$ cat src/rtl/sdram_arbiter_if.sv
//==============================================================================
// sdram_arbiter_if: engine request/grant/done handshakes and SDRAM pin bundle.
// Revision: 1.0
//==============================================================================
`default_nettype none

interface sdram_arbiter_if;
  logic        INIT_DONE;
  logic [3:0]  INIT_COMMAND;
  logic [11:0] INIT_A_ADDR;
  logic [1:0]  INIT_BANK_ADDR;

  logic        ARF_req;
  logic        ARF_access;
  logic [3:0]  COMMAND_REF;
  logic [11:0] ARF_A_ADDR;
  logic [1:0]  ARF_BANK_ADDR;
  logic        REF_DONE;

  logic        WR_req;
  logic        WR_access;
  logic [3:0]  WR_COMMAND;
  logic [11:0] WR_A_ADDR;
  logic [1:0]  WR_BANK_ADDR;
  logic        WR_DONE;

  logic        RD_req;
  logic        RD_access;
  logic [3:0]  RD_COMMAND;
  logic [11:0] RD_A_ADDR;
  logic [1:0]  RD_BANK_ADDR;
  logic        RD_DONE;

  logic [3:0]  SDRAM_CMD;
  logic [11:0] SDRAM_A;
  logic [1:0]  SDRAM_BA;
  logic        ARB_ERR;

  modport slave (
    input  INIT_DONE, INIT_COMMAND, INIT_A_ADDR, INIT_BANK_ADDR,
    input  ARF_req, COMMAND_REF, ARF_A_ADDR, ARF_BANK_ADDR, REF_DONE,
    input  WR_req, WR_COMMAND, WR_A_ADDR, WR_BANK_ADDR, WR_DONE,
    input  RD_req, RD_COMMAND, RD_A_ADDR, RD_BANK_ADDR, RD_DONE,
    output ARF_access, WR_access, RD_access,
    output SDRAM_CMD, SDRAM_A, SDRAM_BA, ARB_ERR
  );

  modport master (
    output INIT_DONE, INIT_COMMAND, INIT_A_ADDR, INIT_BANK_ADDR,
    output ARF_req, COMMAND_REF, ARF_A_ADDR, ARF_BANK_ADDR, REF_DONE,
    output WR_req, WR_COMMAND, WR_A_ADDR, WR_BANK_ADDR, WR_DONE,
    output RD_req, RD_COMMAND, RD_A_ADDR, RD_BANK_ADDR, RD_DONE,
    input  ARF_access, WR_access, RD_access,
    input  SDRAM_CMD, SDRAM_A, SDRAM_BA, ARB_ERR
  );
endinterface

`default_nettype wire

$ cat src/rtl/sdram_arbiter.sv
//==============================================================================
// sdram_arbiter: fixed-priority (ARF > WR > RD) SDRAM engine arbiter and pin mux.
// Revision: 1.0
//==============================================================================
`default_nettype none

module sdram_arbiter #(
  parameter logic [9:0] TIMEOUT_CYC = 10'd1023,
  parameter logic [3:0] CMD_NOP     = 4'b0111
) (
  input  wire logic        Sys_clk,
  input  wire logic        Rst_n,
  sdram_arbiter_if.slave   bus
);

  typedef enum logic [2:0] {
    ST_INIT  = 3'd0,
    ST_ARBIT = 3'd1,
    ST_AREF  = 3'd2,
    ST_WRITE = 3'd3,
    ST_READ  = 3'd4
  } state_t;

  state_t      r_state;
  state_t      w_state_nxt;
  logic [9:0]  r_tmo_cnt;
  logic [9:0]  w_tmo_cnt_nxt;
  logic        r_arf_acc, r_wr_acc, r_rd_acc, r_err;
  logic        w_arf_acc_nxt, w_wr_acc_nxt, w_rd_acc_nxt, w_err_nxt;
  logic [3:0]  r_cmd, w_cmd_nxt;
  logic [11:0] r_a, w_a_nxt;
  logic [1:0]  r_ba, w_ba_nxt;
  logic        w_done;
  logic        w_granted;

  always_ff @(posedge Sys_clk) begin
    if (!Rst_n) begin
      r_state   <= ST_INIT;
      r_tmo_cnt <= 10'd0;
      r_arf_acc <= 1'b0;
      r_wr_acc  <= 1'b0;
      r_rd_acc  <= 1'b0;
      r_err     <= 1'b0;
      r_cmd     <= CMD_NOP;
      r_a       <= 12'd0;
      r_ba      <= 2'd0;
    end else begin
      r_state   <= w_state_nxt;
      r_tmo_cnt <= w_tmo_cnt_nxt;
      r_arf_acc <= w_arf_acc_nxt;
      r_wr_acc  <= w_wr_acc_nxt;
      r_rd_acc  <= w_rd_acc_nxt;
      r_err     <= w_err_nxt;
      r_cmd     <= w_cmd_nxt;
      r_a       <= w_a_nxt;
      r_ba      <= w_ba_nxt;
    end
  end

  // Only the granted master's done pulse counts.
  always_comb begin
    w_done    = 1'b0;
    w_granted = 1'b0;
    case (r_state)
      ST_AREF:  begin w_done = bus.REF_DONE; w_granted = 1'b1; end
      ST_WRITE: begin w_done = bus.WR_DONE;  w_granted = 1'b1; end
      ST_READ:  begin w_done = bus.RD_DONE;  w_granted = 1'b1; end
      default:  begin w_done = 1'b0;         w_granted = 1'b0; end
    endcase
  end

  always_comb begin
    w_state_nxt   = r_state;
    w_tmo_cnt_nxt = 10'd0;
    w_arf_acc_nxt = 1'b0;
    w_wr_acc_nxt  = 1'b0;
    w_rd_acc_nxt  = 1'b0;
    w_err_nxt     = 1'b0;
    case (r_state)
      ST_INIT: begin
        if (bus.INIT_DONE) w_state_nxt = ST_ARBIT;
      end
      ST_ARBIT: begin
        if (bus.ARF_req) begin
          w_state_nxt   = ST_AREF;
          w_arf_acc_nxt = 1'b1;
        end else if (bus.WR_req) begin
          w_state_nxt  = ST_WRITE;
          w_wr_acc_nxt = 1'b1;
        end else if (bus.RD_req) begin
          w_state_nxt  = ST_READ;
          w_rd_acc_nxt = 1'b1;
        end
      end
      default: begin
        // Done takes precedence over a timeout landing in the same cycle.
        if (w_done) begin
          w_state_nxt = ST_ARBIT;
        end else if (r_tmo_cnt == TIMEOUT_CYC) begin
          w_state_nxt = ST_ARBIT;
          w_err_nxt   = 1'b1;
        end else begin
          w_tmo_cnt_nxt = r_tmo_cnt + 10'd1;
        end
      end
    endcase
    if (!w_granted && w_state_nxt != r_state) w_tmo_cnt_nxt = 10'd0;
  end

  always_comb begin
    w_cmd_nxt = CMD_NOP;
    w_a_nxt   = 12'd0;
    w_ba_nxt  = 2'd0;
    case (r_state)
      ST_INIT: begin
        w_cmd_nxt = bus.INIT_COMMAND;
        w_a_nxt   = bus.INIT_A_ADDR;
        w_ba_nxt  = bus.INIT_BANK_ADDR;
      end
      ST_AREF: begin
        w_cmd_nxt = bus.COMMAND_REF;
        w_a_nxt   = bus.ARF_A_ADDR;
        w_ba_nxt  = bus.ARF_BANK_ADDR;
      end
      ST_WRITE: begin
        w_cmd_nxt = bus.WR_COMMAND;
        w_a_nxt   = bus.WR_A_ADDR;
        w_ba_nxt  = bus.WR_BANK_ADDR;
      end
      ST_READ: begin
        w_cmd_nxt = bus.RD_COMMAND;
        w_a_nxt   = bus.RD_A_ADDR;
        w_ba_nxt  = bus.RD_BANK_ADDR;
      end
      default: begin
        w_cmd_nxt = CMD_NOP;
        w_a_nxt   = 12'd0;
        w_ba_nxt  = 2'd0;
      end
    endcase
  end

  assign bus.ARF_access = r_arf_acc;
  assign bus.WR_access  = r_wr_acc;
  assign bus.RD_access  = r_rd_acc;
  assign bus.ARB_ERR    = r_err;
  assign bus.SDRAM_CMD  = r_cmd;
  assign bus.SDRAM_A    = r_a;
  assign bus.SDRAM_BA   = r_ba;

endmodule

`default_nettype wire

$ cat src/flat_wrapper.sv
// flat-port wrapper written by rule: the top's interface ports become plain ports
module sdram_arbiter_flat 
#(
  parameter logic [9:0] TIMEOUT_CYC = 10'd1023,
  parameter logic [3:0] CMD_NOP     = 4'b0111
)
  (Sys_clk, Rst_n, bus_INIT_DONE, bus_INIT_COMMAND, bus_INIT_A_ADDR, bus_INIT_BANK_ADDR, bus_ARF_req, bus_COMMAND_REF, bus_ARF_A_ADDR, bus_ARF_BANK_ADDR, bus_REF_DONE, bus_WR_req, bus_WR_COMMAND, bus_WR_A_ADDR, bus_WR_BANK_ADDR, bus_WR_DONE, bus_RD_req, bus_RD_COMMAND, bus_RD_A_ADDR, bus_RD_BANK_ADDR, bus_RD_DONE, bus_ARF_access, bus_WR_access, bus_RD_access, bus_SDRAM_CMD, bus_SDRAM_A, bus_SDRAM_BA, bus_ARB_ERR);
  sdram_arbiter_if bus_i ();
  input  wire logic Sys_clk;
  input  wire logic Rst_n;
  input wire logic [$bits(bus_i.INIT_DONE)-1:0] bus_INIT_DONE;
  input wire logic [$bits(bus_i.INIT_COMMAND)-1:0] bus_INIT_COMMAND;
  input wire logic [$bits(bus_i.INIT_A_ADDR)-1:0] bus_INIT_A_ADDR;
  input wire logic [$bits(bus_i.INIT_BANK_ADDR)-1:0] bus_INIT_BANK_ADDR;
  input wire logic [$bits(bus_i.ARF_req)-1:0] bus_ARF_req;
  input wire logic [$bits(bus_i.COMMAND_REF)-1:0] bus_COMMAND_REF;
  input wire logic [$bits(bus_i.ARF_A_ADDR)-1:0] bus_ARF_A_ADDR;
  input wire logic [$bits(bus_i.ARF_BANK_ADDR)-1:0] bus_ARF_BANK_ADDR;
  input wire logic [$bits(bus_i.REF_DONE)-1:0] bus_REF_DONE;
  input wire logic [$bits(bus_i.WR_req)-1:0] bus_WR_req;
  input wire logic [$bits(bus_i.WR_COMMAND)-1:0] bus_WR_COMMAND;
  input wire logic [$bits(bus_i.WR_A_ADDR)-1:0] bus_WR_A_ADDR;
  input wire logic [$bits(bus_i.WR_BANK_ADDR)-1:0] bus_WR_BANK_ADDR;
  input wire logic [$bits(bus_i.WR_DONE)-1:0] bus_WR_DONE;
  input wire logic [$bits(bus_i.RD_req)-1:0] bus_RD_req;
  input wire logic [$bits(bus_i.RD_COMMAND)-1:0] bus_RD_COMMAND;
  input wire logic [$bits(bus_i.RD_A_ADDR)-1:0] bus_RD_A_ADDR;
  input wire logic [$bits(bus_i.RD_BANK_ADDR)-1:0] bus_RD_BANK_ADDR;
  input wire logic [$bits(bus_i.RD_DONE)-1:0] bus_RD_DONE;
  output wire logic [$bits(bus_i.ARF_access)-1:0] bus_ARF_access;
  output wire logic [$bits(bus_i.WR_access)-1:0] bus_WR_access;
  output wire logic [$bits(bus_i.RD_access)-1:0] bus_RD_access;
  output wire logic [$bits(bus_i.SDRAM_CMD)-1:0] bus_SDRAM_CMD;
  output wire logic [$bits(bus_i.SDRAM_A)-1:0] bus_SDRAM_A;
  output wire logic [$bits(bus_i.SDRAM_BA)-1:0] bus_SDRAM_BA;
  output wire logic [$bits(bus_i.ARB_ERR)-1:0] bus_ARB_ERR;
  assign bus_i.INIT_DONE = bus_INIT_DONE;
  assign bus_i.INIT_COMMAND = bus_INIT_COMMAND;
  assign bus_i.INIT_A_ADDR = bus_INIT_A_ADDR;
  assign bus_i.INIT_BANK_ADDR = bus_INIT_BANK_ADDR;
  assign bus_i.ARF_req = bus_ARF_req;
  assign bus_i.COMMAND_REF = bus_COMMAND_REF;
  assign bus_i.ARF_A_ADDR = bus_ARF_A_ADDR;
  assign bus_i.ARF_BANK_ADDR = bus_ARF_BANK_ADDR;
  assign bus_i.REF_DONE = bus_REF_DONE;
  assign bus_i.WR_req = bus_WR_req;
  assign bus_i.WR_COMMAND = bus_WR_COMMAND;
  assign bus_i.WR_A_ADDR = bus_WR_A_ADDR;
  assign bus_i.WR_BANK_ADDR = bus_WR_BANK_ADDR;
  assign bus_i.WR_DONE = bus_WR_DONE;
  assign bus_i.RD_req = bus_RD_req;
  assign bus_i.RD_COMMAND = bus_RD_COMMAND;
  assign bus_i.RD_A_ADDR = bus_RD_A_ADDR;
  assign bus_i.RD_BANK_ADDR = bus_RD_BANK_ADDR;
  assign bus_i.RD_DONE = bus_RD_DONE;
  assign bus_ARF_access = bus_i.ARF_access;
  assign bus_WR_access = bus_i.WR_access;
  assign bus_RD_access = bus_i.RD_access;
  assign bus_SDRAM_CMD = bus_i.SDRAM_CMD;
  assign bus_SDRAM_A = bus_i.SDRAM_A;
  assign bus_SDRAM_BA = bus_i.SDRAM_BA;
  assign bus_ARB_ERR = bus_i.ARB_ERR;
  sdram_arbiter #(.TIMEOUT_CYC(TIMEOUT_CYC), .CMD_NOP(CMD_NOP)) u_core (.Sys_clk(Sys_clk), .Rst_n(Rst_n), .bus(bus_i));
endmodule
$ cat config.mk
export PLATFORM = sky130hd
export DESIGN_NAME = sdram_arbiter_flat
export DESIGN_NICKNAME = d
export VERILOG_FILES = /design/src/rtl/sdram_arbiter_if.sv /design/src/rtl/sdram_arbiter.sv /design/src/flat_wrapper.sv
export SDC_FILE = /design/constraint.sdc
export NUM_CORES = 1
export LEC_CHECK = 0
export CAP_MARGIN = 5
export CORE_MARGIN = 5
export CORE_UTILIZATION = 40
export CTS_CLUSTER_SIZE = 14
export DETAILED_ROUTE_END_ITERATION = 16
export PLACE_DENSITY = 0.85
export SYNTH_ARGS = -nofsm -noshare
export SYNTH_HDL_FRONTEND = slang
export SYNTH_SLANG_ARGS = --single-unit
$ cat constraint.sdc
create_clock -name Sys_clk -period 4.3 [get_ports Sys_clk]
set_clock_uncertainty 0.05 [all_clocks]
set_input_delay 1.29 -clock Sys_clk [delete_from_list [all_inputs] [get_ports Sys_clk]]
set_output_delay 1.29 -clock Sys_clk [all_outputs]
set_load 0.005 [all_outputs]
==> key figures, run 1 <==
Global routing
  – Gr ovfl total: 0
  – Initial antenna violation count: 0
  – Total GRT Usage: 18.69%
  – Largest net degree at the start of global routing: 20
  – Vias in the first global route: approximately 1,600
  – Global-route wire length before repair: approximately 7900 um

Clocking
  – Clock tree buffer depth: 2
  – Clock root cell: clkbuf_8
  – CTS tree: yes
  – Cts hold-fix bufs: 0
  – Num Clock Sinks: 35
  – Post-CTS Setup Inserts: 0
  – Post-cts sizing count: 0
  – Clock Latency Late Sink: 0.29 ns
  – Num CTS Buffers: 5
  – H-tree levels: 2
  – Clock-pin slew on the worst setup and hold paths: about 0.070 ns

Die
  – Die height: between 70 and 80 um
  – IO Pins: 103
  – Starting Density: a little over two fifths
  – Die width: 75.66 um
  – Core area: roughly 4000 um2
  – Num rows: 23
  – Die area: around 5700 um2

Routing
  – Initial drt markers: 110
  – Total number of vias: between 1,500 and 2,000
  – DR pass1 iterations: 4
  – WL final: 5203 um
  – Per-cell routed wire length: around 16 um
  – Vias per cell: around 5.2
  – Routed Antenna Nets: 0
  – DRC viols: 0

Placed design
  – GPL Wtd Cong: approximately 0.77
  – IO buf count: between 100 and 150
  – Dpl hpwl: 4034 um

Timing
  – Final hold slack: 0.4140 ns
  – RSZ-0062 raised after global routing: false
  – Setup violators final: 0
  – Pins Over Slew Limit: 0
  – Slew headroom: 38.47%
  – Setup TNS: 0 ns
  – Fin crit share: between 60% and 70%
  – Worst Max-Slew Pin Slew: around 0.92 ns
  – Hold Violations, Final: 0
  – Tmin final: around 2.7 ns
  – Fmax: 372.0 MHz

Yosys
  – Gate Count Post-Synth: approximately 170
  – Ys Warns: 0
  – Seq/Total Area, Yosys: ~41%
  – Post-synth net total: ~250
  – Count leader, synth: dfxtp_1
  – Synth Flop Type: dfxtp_1
  – Most area-hungry cell type in the Yosys netlist: dfxtp_1
  – Post-synth EDFFs: 0
  – Post-synthesis register bit count: 35
  – Post-synth top area share: 40.64%
  – Synth Area in Adders: less than 1%
  – Post-synthesis simple-gate area fraction: between 10% and 20%
  – Syn avg cell area: ~10 um2
  – Post-synth ARST share: 0%
  – XOR/XNOR Fraction of Synth Area: 4.064%
  – Top post-synthesis cells by area: dfxtp_1, a22oi_1, buf_6
  – Compound-gate portion of the synthesized area: about 28%
  – Multiplexer share of the synthesized area: 0.5806%
  – Most frequent cells after synthesis: dfxtp_1, a22oi_1, nor2_1
  – Main combinational cell family by area after synthesis: compound AO/OA/AOI/OAI gates
  – Synth unique cells: 36
  – Synthesized area: roughly 1700 um2

Layout
  – Ratio of cells with drive above 1 in the final layout: between 10% and 20%
  – Ant. Diodes: 0
  – Final Net Count: 350
  – Area Growth Syn to Fin: 61.10%
  – Fill cells: between 300 and 400

Worst setup path
  – CP Launch Type: primary input
  – CP endpoint kind: register
  – Critical path required time: 4.42 ns
  – Max incr delay on CP: around 0.56 ns
  – Reg2Reg Setup Slack: around 2.2 ns
  – Setup CP Type: in -> reg
  – CP Cell Sequence: clkdlybuf4s50_1 > nand2_1 > a221oi_1 > nand2_1
  – Slowest cell on the critical path: clkdlybuf4s50_1
  – CP dominant cell by count: nand2_1
  – Worst Path Arrival: about 2.8 ns
  – Peak fanout along the critical path: 18
  – Worst path bufs/invs: 1
  – Crit-path leading delay family: buffers and inverters

Pwr
  – P_leak: between 0.9 and 1 nW
  – Worst vdd ir: between 0.15 and 0.2 mV
  – Power Density: 324.2 nW/um2

Run status
  – Status: complete, no violations

Flow run
  – MaxCap Viol Count: 0

Hold path
  – Worst Hold Class: reg -> reg
==> worst reg2reg max path, cell delays in order, from the launching register on <==
cell and delay, ns:
dfxtp_1 0.69, and3b_1 0.86, a22oi_1 0.26, a21oi_1 0.19
==> metal layers <==
layer / wire length, um / share of wire, % / track usage (%)
met1: 2251 / 43 / 23.08
met2: 2345 / 45 / 31.16
met3: 554 / 11 / 6.201
met4: 51 / 0.98 / 5.243
met5: 0 / 0 / 0
==> final cells by class <==
cell class              instances  area, um2  share of cell area [%]
flip-flops and latches         35      700.7                   25.23
clock buffers                   7      76.32                   2.748
well taps                      50      62.56                   2.252
multi-input cells             120      897.1                   32.30
inverters                       4      15.01                  0.5405
clock inverters                 1      5.005                  0.1802
repair buffers                102       1021                   36.76
==> path summary, 6_finish.rpt <==
path	start	endpoint	cells past startpoint
max	Rst_n	u_core.bus.SDRAM_CMD[1]	4
min reg2reg	u_core.r_tmo_cnt[0]	u_core.r_tmo_cnt[0]	1
min	u_core.r_tmo_cnt[0]	u_core.r_tmo_cnt[0]	1
max reg2reg	u_core.r_state[0]	u_core.bus.SDRAM_A[11]	3
==> layout by cell type, fill, tap and decap left out, types with 2 or more instances in the layout <==
cell type        count
nor3b_4              2
a221oi_1             3
clkbuf_8             5
nand3_1              7
nand3b_1             2
dfxtp_1             35
a21oi_2              7
xor2_1               2
xnor2_1              6
nor2_1              17
a22oi_2              6
nand4b_1             2
nand2b_1             4
clkdlybuf4s50_1    102
a22oi_1             26
o21ai_0              2
nand2_1              8
inv_1                4
nor3_1               2
clkbuf_1             2
a21oi_1             10
==> per-stage QoR <==
step                std cells  total power, mW  util [%]  cell area (um2)  worst slack [ns]
global route              319           0.9533     67.97             2778             1.479
global placement          311           0.6819     65.98             2696             1.333
finish                    319           0.9005     67.97             2778             1.612
floorplan                 169           0.5523         -             1724             2.285
detailed placement        311           0.6856     65.98             2696             1.307
CTS                       319           0.9099     67.97             2778             1.606
==> registers in the layout, summed over array words and instances, names as in the netlist <==
signal and cells:
u_core.bus.ARB_ERR 1, u_core.bus.ARF_access 1, u_core.bus.RD_access 1, u_core.bus.SDRAM_A 12, u_core.bus.SDRAM_BA 2, u_core.bus.SDRAM_CMD 4, u_core.bus.WR_access 1, u_core.r_state 3
u_core.r_tmo_cnt 10
==> where the power goes <==
group / internal [mW] / total, mW / switching, mW
Sequential: 0.359 / 0.383 / 0.0242
Combinational: 0.172 / 0.294 / 0.123
Clock: 0.113 / 0.223 / 0.110
Total: 0.644 / 0.900 / 0.257
==> cell families (layout without fill, tap and decap cells) <==
kind of cell    count (synthesis)  after routing
flops                          35             35
compound gates                 58             58
simple gates                   52             52
xor+xnor                        8              8
mux                             1              1
buf+inv                        14            114
fa+ha+maj                       1              1
Power figures use the tool's default switching activity.
==> run 2: changes to the inputs <==
--- a/config.mk
+++ b/config.mk
@@ -7,10 +7,10 @@
 export LEC_CHECK = 0
 export CAP_MARGIN = 5
 export CORE_MARGIN = 5
-export CORE_UTILIZATION = 40
+export CORE_UTILIZATION = 34
 export CTS_CLUSTER_SIZE = 14
 export DETAILED_ROUTE_END_ITERATION = 16
-export PLACE_DENSITY = 0.85
+export PLACE_DENSITY = 0.77
 export SYNTH_ARGS = -nofsm -noshare
 export SYNTH_HDL_FRONTEND = slang
 export SYNTH_SLANG_ARGS = --single-unit
==> constraint.sdc (replaced) <==
create_clock -name Sys_clk -period 2.15 [get_ports Sys_clk]
set_clock_uncertainty 0.05 [all_clocks]
set_input_delay 0.645 -clock Sys_clk [delete_from_list [all_inputs] [get_ports Sys_clk]]
set_output_delay 0.645 -clock Sys_clk [all_outputs]
set_load 0.005 [all_outputs]
==> run 2 against run 1 <==
Against the previous run: critical path depth down 1; die area is 15% higher; clock power up 110%; global-route usage down 3.3 points; critical path type is now reg -> reg; critical endpoint is now u_core.bus.SDRAM_BA[0]; largest cell class unchanged; largest power group unchanged.
==> key figures, run 2 (same netlist as run 1, synthesis figures left out) <==
Clocking
  – Num CTS Buffers: 5 (unchanged)
  – Clock-pin slew on the worst setup and hold paths: 0.07 ns (about the same)
  – Clock root cell: clkbuf_8
  – Post-cts sizing count: 0 (unchanged)
  – Num Clock Sinks: 35 (unchanged)
  – Cts hold-fix bufs: 0 (unchanged)
  – Clock Latency Late Sink: 0.28 ns (about the same)
  – Clock tree buffer depth: 2 (unchanged)
  – Post-CTS Setup Inserts: 0 (unchanged)
  – CTS tree: yes
  – H-tree levels: 2 (unchanged)

Timing
  – Worst Max-Slew Pin Slew: 0.8864 ns (-0.03648 ns)
  – Hold Violations, Final: 0 (unchanged)
  – Setup TNS: 0 ns (unchanged)
  – Fin crit share: between 80% and 90%
  – RSZ-0062 raised after global routing: false
  – Tmin final: between 1.5 and 2 ns
  – Setup violators final: 0 (unchanged)
  – Fmax: 541.8 MHz
  – Slew headroom: 40.84% (+2.4 points)
  – Pins Over Slew Limit: 0 (unchanged)

Pwr
  – Sw frac: 28.27% (-0.23 points)
  – P_leak: 0.9812 nW (+2.4%)
  – Pint: 1.324 mW (+110%)
  – Gate power share: 32.9% (+0.2 points)
  – Power Density: 648.8 nW/um2 (+100%)
  – Seq pwr share: 41.3% (-1.2 points)
  – Worst vdd ir: 0.4514 mV (+140%)
  – Tot Pwr: 1.845 mW (+100%)
  – Psw: 0.5217 mW (+100%)
  – Clock network fraction of total power: 25.7% (+0.9 points)

Flow run
  – MaxCap Viol Count: 0 (unchanged)

Die
  – Core area: 5010 um2 (+23%)
  – Die height: 81.21 um (+7.3%)
  – Die area: 6595 um2 (+15%)
  – Die width: 81.21 um (+7.3%)
  – Starting Density: 34.42% (-7.8 points)
  – IO Pins: 103 (unchanged)
  – Num rows: 26 (+13%)

Routing
  – Vias per cell: 4.927 (-5.7%)
  – Total number of vias: 1,680 (+0.78%)
  – WL final: 5099 um (-2.0%)
  – Routed Antenna Nets: 0 (unchanged)
  – DRC viols: 0 (unchanged)
  – Per-cell routed wire length: 14.95 um (-8.3%)
  – DR pass1 iterations: 4 (unchanged)
  – Initial drt markers: 75 (-32%)

Global routing
  – Vias in the first global route: 1,678 (+1.8%)
  – Global-route wire length before repair: 7845 um (-1.3%)
  – Total GRT Usage: 15.39% (-3.3 points)
  – Largest net degree at the start of global routing: 19 (-5.0%)
  – Initial antenna violation count: 0 (unchanged)
  – Gr ovfl total: 0 (unchanged)

Layout
  – Area Growth Syn to Fin: 64.95%
  – Max FFs per register: 12 (unchanged)
  – Ant. Diodes: 0 (unchanged)
  – Final Net Count: 353 (+0.86%)
  – Most frequent cells in the layout: clkdlybuf4s50_1, dfxtp_1, a22oi_1
  – Ratio of cells with drive above 1 in the final layout: 11.81% (+1.4 points)
  – Commonest non-fill, non-tap cell in the layout: clkdlybuf4s50_1
  – Fin util: 56.77% (-11 points)
  – Layout Cells excl Fill: 341 (+6.9%)

Placed design
  – GPL Wtd Cong: 0.7494 (-3.1%)
  – Dpl hpwl: 3956 um (-1.9%)
  – IO buf count: 102 (unchanged)
  – Dpl cells: 334 (+7.4%)

Worst setup path
  – Worst Path Arrival: 2.02 ns (-0.79 ns)
  – Critical path required time: 2.32 ns (-2.10 ns)
  – CP Cell Sequence: nor3b_4 > a22oi_1 > a21oi_2
  – Setup CP Type: reg -> reg
  – Peak fanout along the critical path: 18 (unchanged)
  – CP Launch Type: register
  – Slowest cell on the critical path: nor3b_4
  – CP endpoint kind: register
  – Max incr delay on CP: 0.81 ns (+0.25 ns)

Run status
  – Status: complete, no violations

Hold path
  – Worst Hold Class: reg -> reg
==> run 2: path summary, 6_finish.rpt <==
kind,cells past startpoint,startpoint,endpoint,slack (ns)
worst min register to register,1,u_core.r_tmo_cnt[0],u_core.r_tmo_cnt[0],0.42
worst max-delay path,3,u_core.r_state[2],u_core.bus.SDRAM_BA[0],0.30
worst min-delay path,1,u_core.r_tmo_cnt[0],u_core.r_tmo_cnt[0],0.42
worst max register to register,3,u_core.r_state[2],u_core.bus.SDRAM_BA[0],0.30
==> run 2: worst max-delay path: cells and delay by family, from the launching register on <==
family	cells	cell delay, ns
simple gates	1	0.81
compound gates	2	0.40
flops	1	0.52
==> run 2: area by class of cell <==
type | instances | area (um2)
timing repair buffer | 105 | 1056
tap | 70 | 87.58
clock inverter | 1 | 5.005
sequential | 35 | 700.7
fill | 458 | 2166
inverter | 4 | 15.01
multi-input combinational | 120 | 897.1
clock buffer | 6 | 82.58
==> run 2: power by group through the flow <==
stage / clock network [mW] / registers (mW) / logic, mW
3_5_place_dp: 0 / 0.779 / 0.614
4_1_cts: 0.486 / 0.764 / 0.616
2_1_floorplan: 0 / 0.760 / 0.345
3_3_place_gp: 0 / 0.776 / 0.608
5_1_grt: 0.521 / 0.772 / 0.660
6_report: 0.475 / 0.763 / 0.607
==> run 2: per-layer routing <==
layer / track usage [%] / vias to the layer above / routed length [um]
met1: 16.87 / 786 / 2061
met4: 3.378 / 0 / 38
met3: 5.322 / 4 / 485
met5: 0 / - / 0
li1: - / 826 / -
met2: 28.41 / 64 / 2514
==> run 2: stage by stage <==
stage | hold slack (ns) | setup slack (ns) | area (um2)
6_report | 0.4176 | 0.3042 | 2844
5_1_grt | 0.4691 | 0.1702 | 2844
4_1_cts | 0.4199 | 0.2651 | 2844
3_5_place_dp | 0.4048 | 0.1637 | 2756
3_3_place_gp | 0.3970 | 0.2186 | 2756
2_1_floorplan | 0.3799 | 0.6847 | 1724
